**src/rtl/video_pkg.sv**
```systemverilog
// video_pkg: shared video-memory geometry, store-size encoding and writer FSM states
package video_pkg;
    localparam int VM_COLS  = 80;
    localparam int VM_ROWS  = 30;
    localparam int VM_WORDS = 600;
    localparam int VM_BYTES = 2400;
    typedef enum logic [1:0] {VM_BYTE = 2'b00, VM_HALF = 2'b01, VM_WORD = 2'b10} vm_size_t;
    typedef enum logic {IDLE = 1'b0, FILL = 1'b1} vmw_state_t;
endpackage

```
**src/rtl/vmw_lane_decode.sv**
```systemverilog
// vmw_lane_decode: combinational CPU store -> word address, lane data, byte enables, error
//   addr[11:0] byte address, size[1:0] store size, data[31:0] right-aligned store data
//   word_addr[9:0], lane_data[31:0] replicated data, we[3:0] byte enables (0 on error), err
module vmw_lane_decode
    import video_pkg::*;
(
    input  logic [11:0] addr,
    input  logic [1:0]  size,
    input  logic [31:0] data,
    output logic [9:0]  word_addr,
    output logic [31:0] lane_data,
    output logic [3:0]  we,
    output logic        err
);
    logic [1:0] off;
    logic [3:0] raw_we;
    assign off       = addr[1:0];
    assign word_addr = addr[11:2];
    assign lane_data = size == VM_BYTE ? {4{data[7:0]}} : size == VM_HALF ? {2{data[15:0]}} : data;
    assign raw_we    = size == VM_BYTE ? 4'b0001 << off : size == VM_HALF ? 4'b0011 << off : 4'b1111;
    assign err       = addr >= 12'(VM_BYTES) || size == 2'b11 ||
                       (size == VM_HALF && off[0]) || (size == VM_WORD && off != 2'b00);
    assign we        = err ? 4'b0000 : raw_we;
endmodule

```
**src/rtl/video_memory_writer.sv**
```systemverilog
// video_memory_writer: arbitrates CPU stores and a fill engine onto the video-memory write port
//   clk, rst_n (async active-low); cpu_valid/cpu_ready/cpu_addr/cpu_size/cpu_data store port,
//   cpu_err drop pulse; fill_start/fill_base/fill_count/fill_byte fill request, fill_busy,
//   fill_done pulse; vm_addr/vm_data/vm_we registered write port.
//   VMW_FILL_IRQ_EN adds fill_irq (sticky completion flag) and irq_ack.
module video_memory_writer
    import video_pkg::*;
#(
    parameter int STARVE_LIMIT = 4
) (
    input  logic        clk,
    input  logic        rst_n,
    input  logic        cpu_valid,
    output logic        cpu_ready,
    input  logic [11:0] cpu_addr,
    input  logic [1:0]  cpu_size,
    input  logic [31:0] cpu_data,
    output logic        cpu_err,
    input  logic        fill_start,
    input  logic [9:0]  fill_base,
    input  logic [9:0]  fill_count,
    input  logic [7:0]  fill_byte,
    output logic        fill_busy,
    output logic        fill_done,
    output logic [9:0]  vm_addr,
    output logic [31:0] vm_data,
    output logic [3:0]  vm_we
`ifdef VMW_FILL_IRQ_EN
    ,
    output logic        fill_irq,
    input  logic        irq_ack
`endif
);
    localparam int SW = $clog2(STARVE_LIMIT + 1);
    vmw_state_t state, state_nxt;
    logic [SW-1:0] starve;
    logic [9:0]  ptr, dec_addr;
    logic [10:0] fill_end, sum, end_calc;
    logic [31:0] dec_data;
    logic [3:0]  dec_we;
    logic        dec_err, accept, fill_wr, start_ok, start_empty, last, done_nxt;
    vmw_lane_decode u_dec (
        .addr(cpu_addr), .size(cpu_size), .data(cpu_data),
        .word_addr(dec_addr), .lane_data(dec_data), .we(dec_we), .err(dec_err)
    );
    // The fill range is clipped to the end of video memory; an empty range completes without writing.
    assign sum      = {1'b0, fill_base} + {1'b0, fill_count};
    assign end_calc = sum > 11'(VM_WORDS) ? 11'(VM_WORDS) : sum;
    always_ff @(posedge clk or negedge rst_n)
        if (!rst_n) state <= IDLE;
        else        state <= state_nxt;
    always_comb begin
        start_ok    = state == IDLE && fill_start && end_calc > {1'b0, fill_base};
        start_empty = state == IDLE && fill_start && !(end_calc > {1'b0, fill_base});
        last        = fill_wr && {1'b0, ptr} == fill_end - 11'd1;
        done_nxt    = start_empty || last;
        state_nxt   = start_ok ? FILL : last ? IDLE : state;
    end
    // A pending fill forces one write after STARVE_LIMIT back-to-back CPU grants by holding cpu_ready low.
    always_comb begin
        fill_busy = state == FILL;
        cpu_ready = !(state == FILL && starve == SW'(STARVE_LIMIT));
        accept    = cpu_valid && cpu_ready;
        fill_wr   = state == FILL && !accept;
    end
    always_ff @(posedge clk or negedge rst_n)
        if (!rst_n) begin
            vm_addr   <= '0;
            vm_data   <= '0;
            vm_we     <= '0;
            cpu_err   <= 1'b0;
            fill_done <= 1'b0;
            starve    <= '0;
            ptr       <= '0;
            fill_end  <= '0;
        end else begin
            cpu_err   <= accept && dec_err;
            fill_done <= done_nxt;
            vm_we     <= accept ? dec_we : fill_wr ? 4'b1111 : 4'b0000;
            if (accept) begin
                vm_addr <= dec_addr;
                vm_data <= dec_data;
            end else if (fill_wr) begin
                vm_addr <= ptr;
                vm_data <= {4{fill_byte}};
            end
            if (start_ok) begin
                ptr      <= fill_base;
                fill_end <= end_calc;
            end else if (fill_wr) ptr <= ptr + 10'd1;
            starve <= fill_wr ? '0 : (accept && state == FILL) ? starve + 1'b1 : starve;
        end
`ifdef VMW_FILL_IRQ_EN
    // Setting on completion takes priority over a same-cycle acknowledge.
    always_ff @(posedge clk or negedge rst_n)
        if (!rst_n) fill_irq <= 1'b0;
        else        fill_irq <= done_nxt ? 1'b1 : irq_ack ? 1'b0 : fill_irq;
`endif
endmodule

```
**config.mk**
```make
export PLATFORM = sky130hd
export DESIGN_NAME = video_memory_writer
export DESIGN_NICKNAME = d
export VERILOG_FILES = /design/src/rtl/video_pkg.sv /design/src/rtl/vmw_lane_decode.sv /design/src/rtl/video_memory_writer.sv
export SDC_FILE = /design/constraint.sdc
export NUM_CORES = 1
export LEC_CHECK = 0
export BUFFER_PORTS_ARGS = -buffer_cell sky130_fd_sc_hd__buf_2
export CAP_MARGIN = 20
export CORE_MARGIN = 2
export CORE_UTILIZATION = 58
export DETAILED_ROUTE_END_ITERATION = 16
export PLACE_DENSITY_LB_ADDON = 0.25
export SYNTH_ARGS = -nofsm -noshare
export SYNTH_HDL_FRONTEND = slang
export SYNTH_SLANG_ARGS = --single-unit
```
**constraint.sdc**
```tcl
create_clock -name clk -period 5.25 [get_ports clk]
set_input_delay 1.05 -clock clk [delete_from_list [all_inputs] [get_ports clk]]
set_output_delay 1.05 -clock clk [all_outputs]
set_load 0.05 [all_outputs]
```
==> results_dict.tcl <==
set metrics [dict create \
    slew_viol_final 0 \
    r2r_cells 6 \
    die-width_um 96.8 \
    drv_cap 0 \
    io_pins 128 \
    peakVddDrop_mv 0.229 \
    grt_pass1_vias 4642 \
    total_power_mw 2.99 \
    cts_sinks 73 \
    yosys.cell_types.count 57 \
    tritoncts "yes" \
    clockRootBuffer "clkbuf_8" \
    layout_commonest_cell "buf_2" \
    slew-limit-headroom 0.273 \
    utilization 0.759 \
    max_freq_mhz 192 \
    setup_viol 0 \
    wire_per_inst_um 17.6 \
    async_flop_share 1.00 \
    initial_core_util 0.602 \
    setup-tns-final_ps 0 \
    synth.top_cell.area_share 0.366 \
    ys_ff_latch 73 \
    min-delay-start "starve[2]" \
    leakage_nw 3.00 \
    seq_area_frac_synth 0.366 \
    hold_depth 1 \
    drcViolationCount 0 \
    numCtsBuffers 9 \
    layout_common_cells "127 x buf_2, 72 x dfrtp_1, 47 x nor2_1, 35 x nand2b_1" \
    min_path_type "reg2reg" \
    r2r_slack_ps 2260 \
    synthFlopType "dfrtp_1" \
    firstDrtPassIters 4 \
    outcome "finished, final reports clean" \
    grt_pass1_wl_um 22400 \
    ys_warn_count 0 \
    rows 33 \
    fin_worst_skew_ps 17.7 \
    dp_hpwl_um 10100 \
    port-buffer-count 127 \
    worstReg2RegEnd "fill_busy" \
    antenna_found_initial 0 \
    whs_endpoint "starve[2]" \
    finalHoldViolCount 0 \
    drt-vias-per-instance 5.96 \
    synth_edf_count 0 \
    arrival_ps 5430 \
    postRouteAntennaNets 0 \
    grt_use_total 0.289 \
    clkLatencyLatePin_ps 360 \
    power_per_cell_area_mw_per_mm2 475 \
    finalCriticalPeriod_ps 5200 \
    cp-end-kind "register" \
    coreArea_mm2 0.00830 \
    final_cells 797 \
    clk_path_buf_depth 2 \
    synthTopCellsByArea "dfrtp_1 37%, ha_1 6.8%, mux2i_1 5.6%, a211oi_1 4.7%, nand2b_1 4.4%" \
    syn_avg_cell_area_um2 9.14 \
    yosys.area.top_type "dfrtp_1" \
    grt.overflow.total 0 \
    h-tree-depth 3 \
    num_vias 4747 \
    fp.dieH_um 96.8 \
    grt_max_degree 63 \
    dp.cells 776 \
    worst_pin_slew_ps 1090 \
    netlist_instances 546 \
    drt_iter0_markers 288 \
    routed_wl_um 14000 \
    synthesis.nets 652 \
    drive_gt1_frac 0.318 \
    rr_startpoint "fill_busy" \
    cts.clk_slew.worst_paths_ps 70 \
    syn_area_mm2 0.00499 \
    fin_crit_sh 0.990 \
    cp_max_fo 7 \
    crit_type "in2reg" \
    place.gp.congestion 0.848 \
    layout.nets 793 \
    antenna_cells 0 \
    startpoint_type "primary input" \
    syn_to_final_growth_pct 26.2 \
    die-area_mm2 0.00937 \
    cp.required_ps 5480 \
]
[sequential cells by signal (all words and copies together) (netlist names)]
name,flops
starve,3
fill_done,1
ptr,10
vm_we,4
vm_addr,10
fill_busy,1
fill_end,11
cpu_err,1
vm_data,32
[routing by layer]
metal	global-route usage	share of wire
met5	0	0
met4	0.127	0.029
met3	0.0564	0.061
met2	0.487	0.50
met1	0.360	0.41
[timing repair]
item / 4_1_cts / 5_1_grt
endpoints found under the hold margin: 0 / 0
endpoints found under the setup margin: 0 / 22
buffers inserted: 0 / 4
hold buffers: 0 / 0
resized for setup: 0 / 25
[report_power, final]
part           internal (mW)  total, mW  switching, mW
registers              0.745      0.994          0.249
clock network          0.316      0.523          0.207
logic                  0.566       1.48          0.910
[per-stage QoR]
step | hold slack [ps] | cell area, µm² | setup WS [ps]
floorplan | 478 | 5030 | 23.9
global placement | 498 | 5900 | -151
detailed placement | 510 | 5900 | -333
CTS | 521 | 6130 | 35.9
global route | 555 | 6300 | -150
finish | 526 | 6300 | 51.6
[worst max-delay path by stage]
stage | from | to | cells past startpoint
final | fill_base[0] | fill_end[5] | 20
after global routing | fill_base[0] | fill_end[0] | 21
after CTS | fill_base[0] | fill_end[2] | 20
after detailed placement | fill_base[0] | fill_end[2] | 20
after global placement | fill_base[0] | fill_end[2] | 19
after floorplan | fill_base[0] | fill_end[3] | 19
[cells in the mapped netlist, types with 2 or more instances]
cell type,instances
nand3b_1,2
buf_2,5
buf_1,8
and2_1,6
a21o_1,8
mux2_4,9
xnor2_1,11
inv_1,21
a211oi_1,31
mux2_1,2
o21ai_1,2
or2_2,2
nand2_1,33
a31oi_1,34
nand3_1,6
o211ai_1,4
nor2_1,48
o2111ai_1,4
and3_1,5
nor3_1,4
dfrtp_1,73
clkbuf_1,21
nor2b_1,22
nand4_1,8
o22ai_1,2
nand2b_1,35
a21oi_1,25
mux2i_1,28
nor4_1,5
xor2_1,16
ha_1,27
o21ai_0,14
[cell families after synthesis]
group | after synthesis | synth area share
simple gates | 182 | 0.192
compound gates | 141 | 0.191
flops | 73 | 0.366
buf+inv | 56 | 0.0449
mux | 39 | 0.0877
fa+ha+maj | 28 | 0.0717
xor+xnor | 27 | 0.0474
[worst max-delay path, cell delays in order]
cell and delay [ps]:
buf_2 120, ha_4 160, fa_2 350, buf_6 140, nor4bb_2 160, a2111o_1 410
nor4_4 250, a211oi_2 80, a311oi_2 330, nor3b_2 140, buf_4 160, and2_4 160
ha_4 250, nand2_1 50, or3_4 420, a21oi_4 150, o2111ai_2 150, or3_4 380
o21a_4 190, mux2_4 310
[area by class of cell]
class	count	area, µm²
clock inverter	5	104
fill	574	2000
multi-input combinational	418	3100
timing repair buffer	164	925
clock buffer	11	131
inverter	21	78.8
tap	105	131
sequential	73	1830
Note: power is estimated with default switching activity, not from simulation.
